**src/rtl/morse_pkg.sv**
```systemverilog
// Shared types and timing constants for the Morse keyer transmitter.
// Unit counts are sized to the 3-bit unit counter in the keyer.
package morse_pkg;

  typedef enum logic [1:0] {
    IDLE,
    MARK,
    SPACE,
    GAP
  } state_t;

  localparam logic [2:0] DOT_UNITS      = 3'd1;
  localparam logic [2:0] DASH_UNITS     = 3'd3;
  localparam logic [2:0] ELEM_GAP_UNITS = 3'd1;
  localparam logic [2:0] CHAR_GAP_UNITS = 3'd3;
  localparam logic [2:0] WORD_GAP_UNITS = 3'd7;

  localparam int DEF_MAX_LEN = 6;

endpackage

```
**src/rtl/morse_unit_timer.sv**
```systemverilog
// Divides the fast clock into Morse units.
// TICK marks the last cycle of each unit while enabled.
module morse_unit_timer
  import morse_pkg::*;
#(
  parameter int UNIT_CYCLES = 6000000
) (
  input  logic FAST,
  input  logic RESET_N,
  input  logic EN,
  input  logic CLR,
  output logic TICK
);

  localparam int W = $clog2(UNIT_CYCLES);
  localparam logic [W-1:0] LAST = W'(UNIT_CYCLES - 1);

  logic [W-1:0] cnt;

  assign TICK = EN && (cnt == LAST);

  always_ff @(posedge FAST) begin
    if (!RESET_N || CLR || !EN) begin
      cnt <= '0;
    end else if (TICK) begin
      cnt <= '0;
    end else begin
      cnt <= cnt + 1'b1;
    end
  end

endmodule

```
**src/rtl/morse_keyer_tx.sv**
```systemverilog
// Morse keyer: one character per handshake, keyed with
// standard unit timing derived from the fast clock.
module morse_keyer_tx
  import morse_pkg::*;
#(
  parameter int UNIT_CYCLES = 6000000,
  parameter int MAX_LEN     = DEF_MAX_LEN
) (
  input  logic               FAST,
  input  logic               RESET_N,
  input  logic               CHAR_VALID,
  output logic               CHAR_READY,
  input  logic [2:0]         CHAR_LEN,
  input  logic [MAX_LEN-1:0] CHAR_BITS,
  input  logic               WORD_GAP,
  output logic               KEY,
  output logic               BUSY,
  output logic               UNIT_TICK
);

  state_t     state;
  logic [7:0] bits_q;
  logic [2:0] len_q;
  logic       wgap_q;
  logic [2:0] idx;
  logic [2:0] units;
  logic [2:0] next_idx;
  logic [2:0] len_c;
  logic       tick;
  logic       en;
  logic       take;

  assign en         = (state != IDLE);
  assign CHAR_READY = (state == IDLE);
  assign take       = CHAR_VALID && CHAR_READY;
  assign next_idx   = idx + 3'd1;
  assign UNIT_TICK  = tick;
  assign len_c      = (CHAR_LEN > 3'(MAX_LEN)) ? 3'(MAX_LEN)
                                               : CHAR_LEN;

  morse_unit_timer #(
    .UNIT_CYCLES(UNIT_CYCLES)
  ) u_timer (
    .FAST   (FAST),
    .RESET_N(RESET_N),
    .EN     (en),
    .CLR    (take),
    .TICK   (tick)
  );

  always_ff @(posedge FAST) begin
    if (!RESET_N) begin
      state  <= IDLE;
      KEY    <= 1'b0;
      BUSY   <= 1'b0;
      bits_q <= '0;
      len_q  <= '0;
      wgap_q <= 1'b0;
      idx    <= '0;
      units  <= '0;
    end else begin
      unique case (state)
        IDLE: begin
          if (CHAR_VALID) begin
            bits_q <= 8'(CHAR_BITS);
            len_q  <= len_c;
            wgap_q <= WORD_GAP;
            idx    <= '0;
            BUSY   <= 1'b1;
            // Zero length is a bare word space.
            if (len_c == 3'd0) begin
              state <= GAP;
              units <= WORD_GAP_UNITS;
            end else begin
              state <= MARK;
              KEY   <= 1'b1;
              units <= CHAR_BITS[0] ? DASH_UNITS : DOT_UNITS;
            end
          end
        end
        MARK: begin
          if (tick) begin
            if (units == 3'd1) begin
              KEY <= 1'b0;
              if (next_idx < len_q) begin
                state <= SPACE;
                units <= ELEM_GAP_UNITS;
              end else begin
                state <= GAP;
                units <= wgap_q ? WORD_GAP_UNITS : CHAR_GAP_UNITS;
              end
            end else begin
              units <= units - 3'd1;
            end
          end
        end
        SPACE: begin
          if (tick) begin
            if (units == 3'd1) begin
              state <= MARK;
              KEY   <= 1'b1;
              idx   <= next_idx;
              units <= bits_q[next_idx] ? DASH_UNITS : DOT_UNITS;
            end else begin
              units <= units - 3'd1;
            end
          end
        end
        GAP: begin
          if (tick) begin
            if (units == 3'd1) begin
              state <= IDLE;
              BUSY  <= 1'b0;
            end else begin
              units <= units - 3'd1;
            end
          end
        end
      endcase
    end
  end

endmodule
```
**config.mk**
```make
export PLATFORM = sky130hd
export DESIGN_NAME = morse_keyer_tx
export DESIGN_NICKNAME = d
export VERILOG_FILES = /design/src/rtl/morse_pkg.sv /design/src/rtl/morse_unit_timer.sv /design/src/rtl/morse_keyer_tx.sv
export SDC_FILE = /design/constraint.sdc
export NUM_CORES = 1
export LEC_CHECK = 0
export CAP_MARGIN = 15
export CORE_MARGIN = 2
export CORE_UTILIZATION = 45
export CTS_BUF_LIST = sky130_fd_sc_hd__clkbuf_8
export DETAILED_ROUTE_END_ITERATION = 10
export PLACE_DENSITY = 0.75
export SLEW_MARGIN = 10
export SYNTH_ARGS = -nofsm -noshare
export SYNTH_HDL_FRONTEND = slang
export SYNTH_SLANG_ARGS = --single-unit
```
**constraint.sdc**
```tcl
create_clock -name FAST -period 3.5 [get_ports FAST]
set_clock_uncertainty 0.1 [all_clocks]
set_input_delay 0.35 -clock FAST [delete_from_list [all_inputs] [get_ports FAST]]
set_output_delay 0.35 -clock FAST [all_outputs]
set_load 0.05 [all_outputs]
```
**Word level (Yosys, flattened, before mapping)**

Cells that the tools add are included.

- Muxes and demuxes: 39
- $mul: 0
- Eq/ne operators: 14
- Magnitude comparators: 3
- Bitwise gates (word level): 0
- Add/subtract/negate cells: 3
- Reduce and logical (&&, ||, !) cells: 19
- Divide/modulo/power cells: 0
- Shift operators: 0

Operators with widths:

| cell | number |
|---|---|
| 3-bit two-way mux | 14 |
| 23-bit by 1-bit adder with 23-bit output (second input constant) | 1 |
| 23-bit equality test (second input constant) | 1 |
| 2-bit two-way mux | 10 |
| 2-bit inequality test (second input constant) | 9 |
| 7-bit AND reduction | 2 |
| 3-bit one-hot mux with 4 select lines | 1 |
| 1-bit two-way mux | 9 |
| 2-bit one-hot mux with 4 select lines | 1 |
| 4-bit AND reduction | 2 |
| 3-bit one-hot mux with 2 select lines | 1 |
| 2-bit nonzero test | 3 |
| 5-bit AND reduction | 1 |
| 2-bit equality test (second input constant) | 2 |
| 3-bit by 4-bit < comparator with 1-bit output (second input constant) | 1 |
| 3-bit by 1-bit adder with 3-bit output (second input constant) | 1 |
| 1-bit binary-select mux with 3-bit select | 1 |
| 3-bit by 1-bit equality test with 1-bit output (second input constant) | 1 |
| 3-bit > comparator (second input constant) | 1 |
| 3-bit logical NOT | 1 |
| 3-bit < comparator | 1 |
| 1-bit one-hot mux with 3 select lines | 1 |
| 3-bit nonzero test | 1 |
| 3-bit by 1-bit subtractor with 3-bit output (second input constant) | 1 |
| 8 further kinds | 11 |

- Output and inout port bits: 4
- Latch bits: 0
- ROM bits: 0
- Logic and storage cells: 87
- Input bits: 13
- Flip-flop bits (word level): 43
- Bits in writable memories: 0
- Memories kept: 0

**Depth between registers and ports, before layout**

- Word-level depth: 7
- Depth in mapped cells: 8
- Mapped depth without buffers: 8

**By module**

From an unflattened synthesis, not the netlist that was laid out.

- Cell total of the unflattened synthesis: 265
- Area total of the unflattened synthesis: 2,192.1 um^2

Modules (own cells, without submodules):

| module | area each (um^2) | cells each | seq. area each (um^2) | times used |
|---|---|---|---|---|
| morse_unit_timer | 1,099.8 | 128 | 460.4 | 1 |
| morse_keyer_tx | 1,092.3 | 137 | 400.4 | 1 |

**Least setup slack after synthesis**

OpenSTA, ideal clock, no wires.

- Path kind: register to register
- Start: register u_timer.cnt[0]
- End: register units[0]
- Setup time: 191 ps
- Required time: 3,209 ps
- Path slack: 664 ps
- Path buffers: 0
- Clock period less this slack: 2,836 ps
- Stages on the path, launching flop included: 6
- Data arrival time: 2,545 ps
- Cell sequence: dfxtp_1 > ha_1 > nand2_1 > or4_4 > nor3_1 > a311oi_1

- Word-level cells in the longest chain between the ends: 4
- Elaborated cells between the ends (all ways): 6
- Those cells by class: 4 x eq/ne; 2 x reduce/logical

RTL lines:

| item | line | source |
|---|---|---|
| from (decl) | morse_unit_timer.sv:18 | `logic [W-1:0] cnt;` |
| from (signal assigned) | morse_unit_timer.sv:28 | `cnt <= cnt + 1'b1;` |
| 23-bit equality test * | morse_unit_timer.sv:20 | `assign TICK = EN && (cnt == LAST);` |
| 1-bit logical AND * | morse_unit_timer.sv:20 |  |
| named net UNIT_TICK | morse_keyer_tx.sv:18 | `output logic UNIT_TICK` |
| 2-bit inequality test (no source line) | n/a |  |
| 5-bit AND reduction (no source line) * | n/a |  |
| to (signal assigned) | morse_keyer_tx.sv:77 | `units <= CHAR_BITS[0] ? DASH_UNITS : DOT_UNITS;` |
| to (signal assigned) | morse_keyer_tx.sv:90 | `units <= wgap_q ? WORD_GAP_UNITS : CHAR_GAP_UNITS;` |
| to (signal assigned) | morse_keyer_tx.sv:93 | `units <= units - 3'd1;` |
| to (decl) | morse_keyer_tx.sv:26 | `logic [2:0] units;` |

The timed path passes the listed nets; every way through them passes the cells marked *.
A chain may end at the register's enable or synchronous reset.

**Worst setup path in the final report**

- Start: register u_timer.cnt[0]
- End: output UNIT_TICK

- Word-level cells in the longest chain between the ends: 2

RTL lines:

| item | line |
|---|---|
| 23-bit equality test | morse_unit_timer.sv:20 |
| 1-bit logical AND | morse_unit_timer.sv:20 |
| to (decl) | morse_keyer_tx.sv:18 |

Every way passes these cells.

==> impl_metrics.csv <==
group,metric,value,unit
outcome,outcome,"complete, no violations",
power,p_switching,261,µW
finish,most-common-layout-cells,"dfxtp_1 (43), nand2_1 (35), nor2_1 (31), a21oi_1 (20), clkdlybuf4s50_1 (16)",
drt,via_per_inst,5.40,
yosys,netlist_instances,261,
yosys,synth.top_cell.area_share,0.399,
power,cell_internal_pwr,744,µW
global_route,grt_max_degree,24,
global_route,grtUsageTotal,0.170,
global_route,overflow,0,
clock_network,post_cts_resize_count,0,
setup_path,crit_path_start_kind,"flop",
setup_path,end_kind,"primary output",
yosys,ys_types,43,
setup_path,required,3.05,ns
min_path,holdPathEnd,"u_timer.cnt[0]",
yosys,syn_nets,279,
sta,layout_setup_ws,0.317,ns
setup_path,r2r_end,"u_timer.cnt[9]",
clock_network,insertion_delay,0.30,ns
sta,setup_viol,0,
sta,maxSlewViolCount,0,
clock_network,hold_buffers,0,
finish,layout.nets,293,
yosys,ys_ff_latch,43,
clock_network,htreeDepth,2,
drt,drt_wl_total,4200,µm
global_route,grt_pass1_vias,1572,
sta,hold_viol,0,
setup_path,path_class,"flop to primary output",
yosys,synth_area,2160,µm²
power,clkPwrFrac,0.336,
clock_network,clkTransAtPathRegs,0.07,ns
sta,setup-tns-final,0,ns
yosys,yosys_warnings,0,
power,peakVddDrop,192,µV
setup_path,reg2reg_slack,1.05,ns
sta,rsz0062_at_grt,"no",
floorplan,dieArea,5360,µm²
setup_path,crit_fanout,4,
finish,regArea,861,µm²
power,p_per_area,412,nW/µm²
yosys,synth.largest_area_cell,"dfxtp_1",
power,leakagePower,0.836,nW
drt,ant_nets,0,
drt,vias,1782,
power,power_frac_comb,0.140,
yosys,ys_seq_area_frac,0.399,
drt,wl_per_cell,12.7,µm
setup_path,rr_worst_depth,6,
clock_network,cts-root-buf,"clkbuf_8",
clock_network,postCtsSetupRepairBufs,0,
clock_network,clockBufferDepth,2,
floorplan,initial_utilization,0.463,
clock_network,cts_tree,"done",
finish,stdcell_area,2440,µm²
sta,max_freq,314,MHz
finish,syn_to_final_growth,13.1,%
finish,fin_cells,330,
floorplan,rows,25,
drt,drc,0,
floorplan,io_pins,17,
yosys,synth_flop_cell,"dfxtp_1",
finish,multi_input_area,1210,µm²
min_path,hold_path_startpoint,"u_timer.cnt[0]",
placement,place.gp.congestion,0.899,
setup_path,timing.rr.start,"u_timer.cnt[0]",
global_route,grt_pass1_wl,7060,µm
power,switching_share,0.260,
floorplan,die_y,73.2,µm
floorplan,die_w,73.2,µm
yosys,synth.avg_cell_area,8.26,µm²
placement,dpl_cell_area,2340,µm²
global_route,antenna_found_initial,0,
min_path,hold_depth,1,
power,seq_power_share,0.524,
min_path,hold_path_class,"flop to flop",
clock_network,cts_buffers,5,
sta,fin_crit_sh,0.910,
placement,place_inst,322,
setup_path,worstPathArrival,2.73,ns
sta,slew_headroom,0.481,
sta,timing.final.crit_period,3.18,ns
run,cap_violations,0,
placement,port_buffers,16,
power,finalPower,1.01,mW
yosys,async_flop_share,0,
finish,n_fill_cell,456,
finish,n_antenna_cell,0,
yosys,yosys-top-cells-area,"dfxtp_1 (40%), nand2_1 (6.1%), nor2_1 (5.4%)",
drt,firstDrtPassIters,4,
clock_network,clock-sinks,43,
finish,drive_above_1_share,0.0543,
finish,final_common_cell,"dfxtp_1",
drt,drt_iter0_drc,104,
placement,pre_cts_ws,0.630,ns
floorplan,coreArea,4660,µm²
yosys,synth-edff-count,0,
sta,tightest_slew,0.779,ns
sta,timing.hold.ws,0.344,ns
finish,fin_util,0.523,
placement,dp_hpwl,2990,µm
## Yosys cell counts, drive strengths merged (2+ instances only)
| library cell | number |
|---|---|
| dfxtp | 43 |
| nand2 | 35 |
| nor2 | 31 |
| a21oi | 20 |
| nand3 | 16 |
| xor2 | 11 |
| xnor2 | 10 |
| nand4 | 9 |
| inv | 8 |
| clkbuf | 7 |
| nor3 | 7 |
| and3 | 6 |
| ha | 5 |
| a31oi | 4 |
| nand2b | 4 |
| nor2b | 4 |
| nor4 | 4 |
| o21ai | 4 |
| or3 | 4 |
| and4 | 3 |
| buf | 3 |
| mux2i | 3 |
| a211oi | 2 |
| and2 | 2 |
| and4b | 2 |
| or4 | 2 |
## critical path, stage by stage (launching register included)
cell and delay [ns]:
dfxtp_1 0.35, ha_1 0.24, nand2_1 0.14, or4_4 0.56
nor3_1 0.29, clkdlybuf4s50_1 0.86
## area by class of cell
cell class,count,area share
inverter,9,0.0139
clock buffer,7,0.0395
timing repair buffer,17,0.0688
multi-input combinational,199,0.495
sequential,43,0.353
tap,54,0.0277
clock inverter,1,0.00154
## flip-flops by register name, indices dropped and copies added (netlist names)
| signal | flops |
|---|---|
| KEY | 1 |
| u_timer.cnt | 23 |
| bits_q | 6 |
| wgap_q | 1 |
| state | 2 |
| BUSY | 1 |
| units | 3 |
| idx | 3 |
| len_q | 3 |
## how the worst max path moves through the flow
stage	start	end	slack, ns
after global placement	u_timer.cnt[0]	UNIT_TICK	0.66
after global routing	u_timer.cnt[0]	UNIT_TICK	0.16
after floorplan	u_timer.cnt[0]	units[0]	0.66
after CTS	u_timer.cnt[0]	UNIT_TICK	0.31
final	u_timer.cnt[0]	UNIT_TICK	0.32
after detailed placement	u_timer.cnt[0]	UNIT_TICK	0.63
## routing by layer
layer | share of wire | GRT usage
met5 | 0 | 0
met4 | 0.019 | 0.0720
met3 | 0.043 | 0.0539
met2 | 0.45 | 0.254
met1 | 0.49 | 0.225
## power by group through the flow
stage	Combinational (mW)	Clock, mW	Sequential [mW]
CTS	0.141	0.348	0.526
floorplan	0.0994	0	0.538
global placement	0.139	0	0.537
finish	0.141	0.338	0.527
detailed placement	0.140	0	0.538
global route	0.154	0.372	0.530
## cells by family (layout without fill, tap and decap cells)
logic type,Yosys count,after routing,synth area share
mux,4,4,0.0244
fa+ha+maj,5,5,0.0290
simple gates,131,131,0.310
compound gates,38,38,0.111
buf+inv,19,34,0.0406
flops,43,43,0.399
xor+xnor,21,21,0.0853
Power figures use the tool's default switching activity.
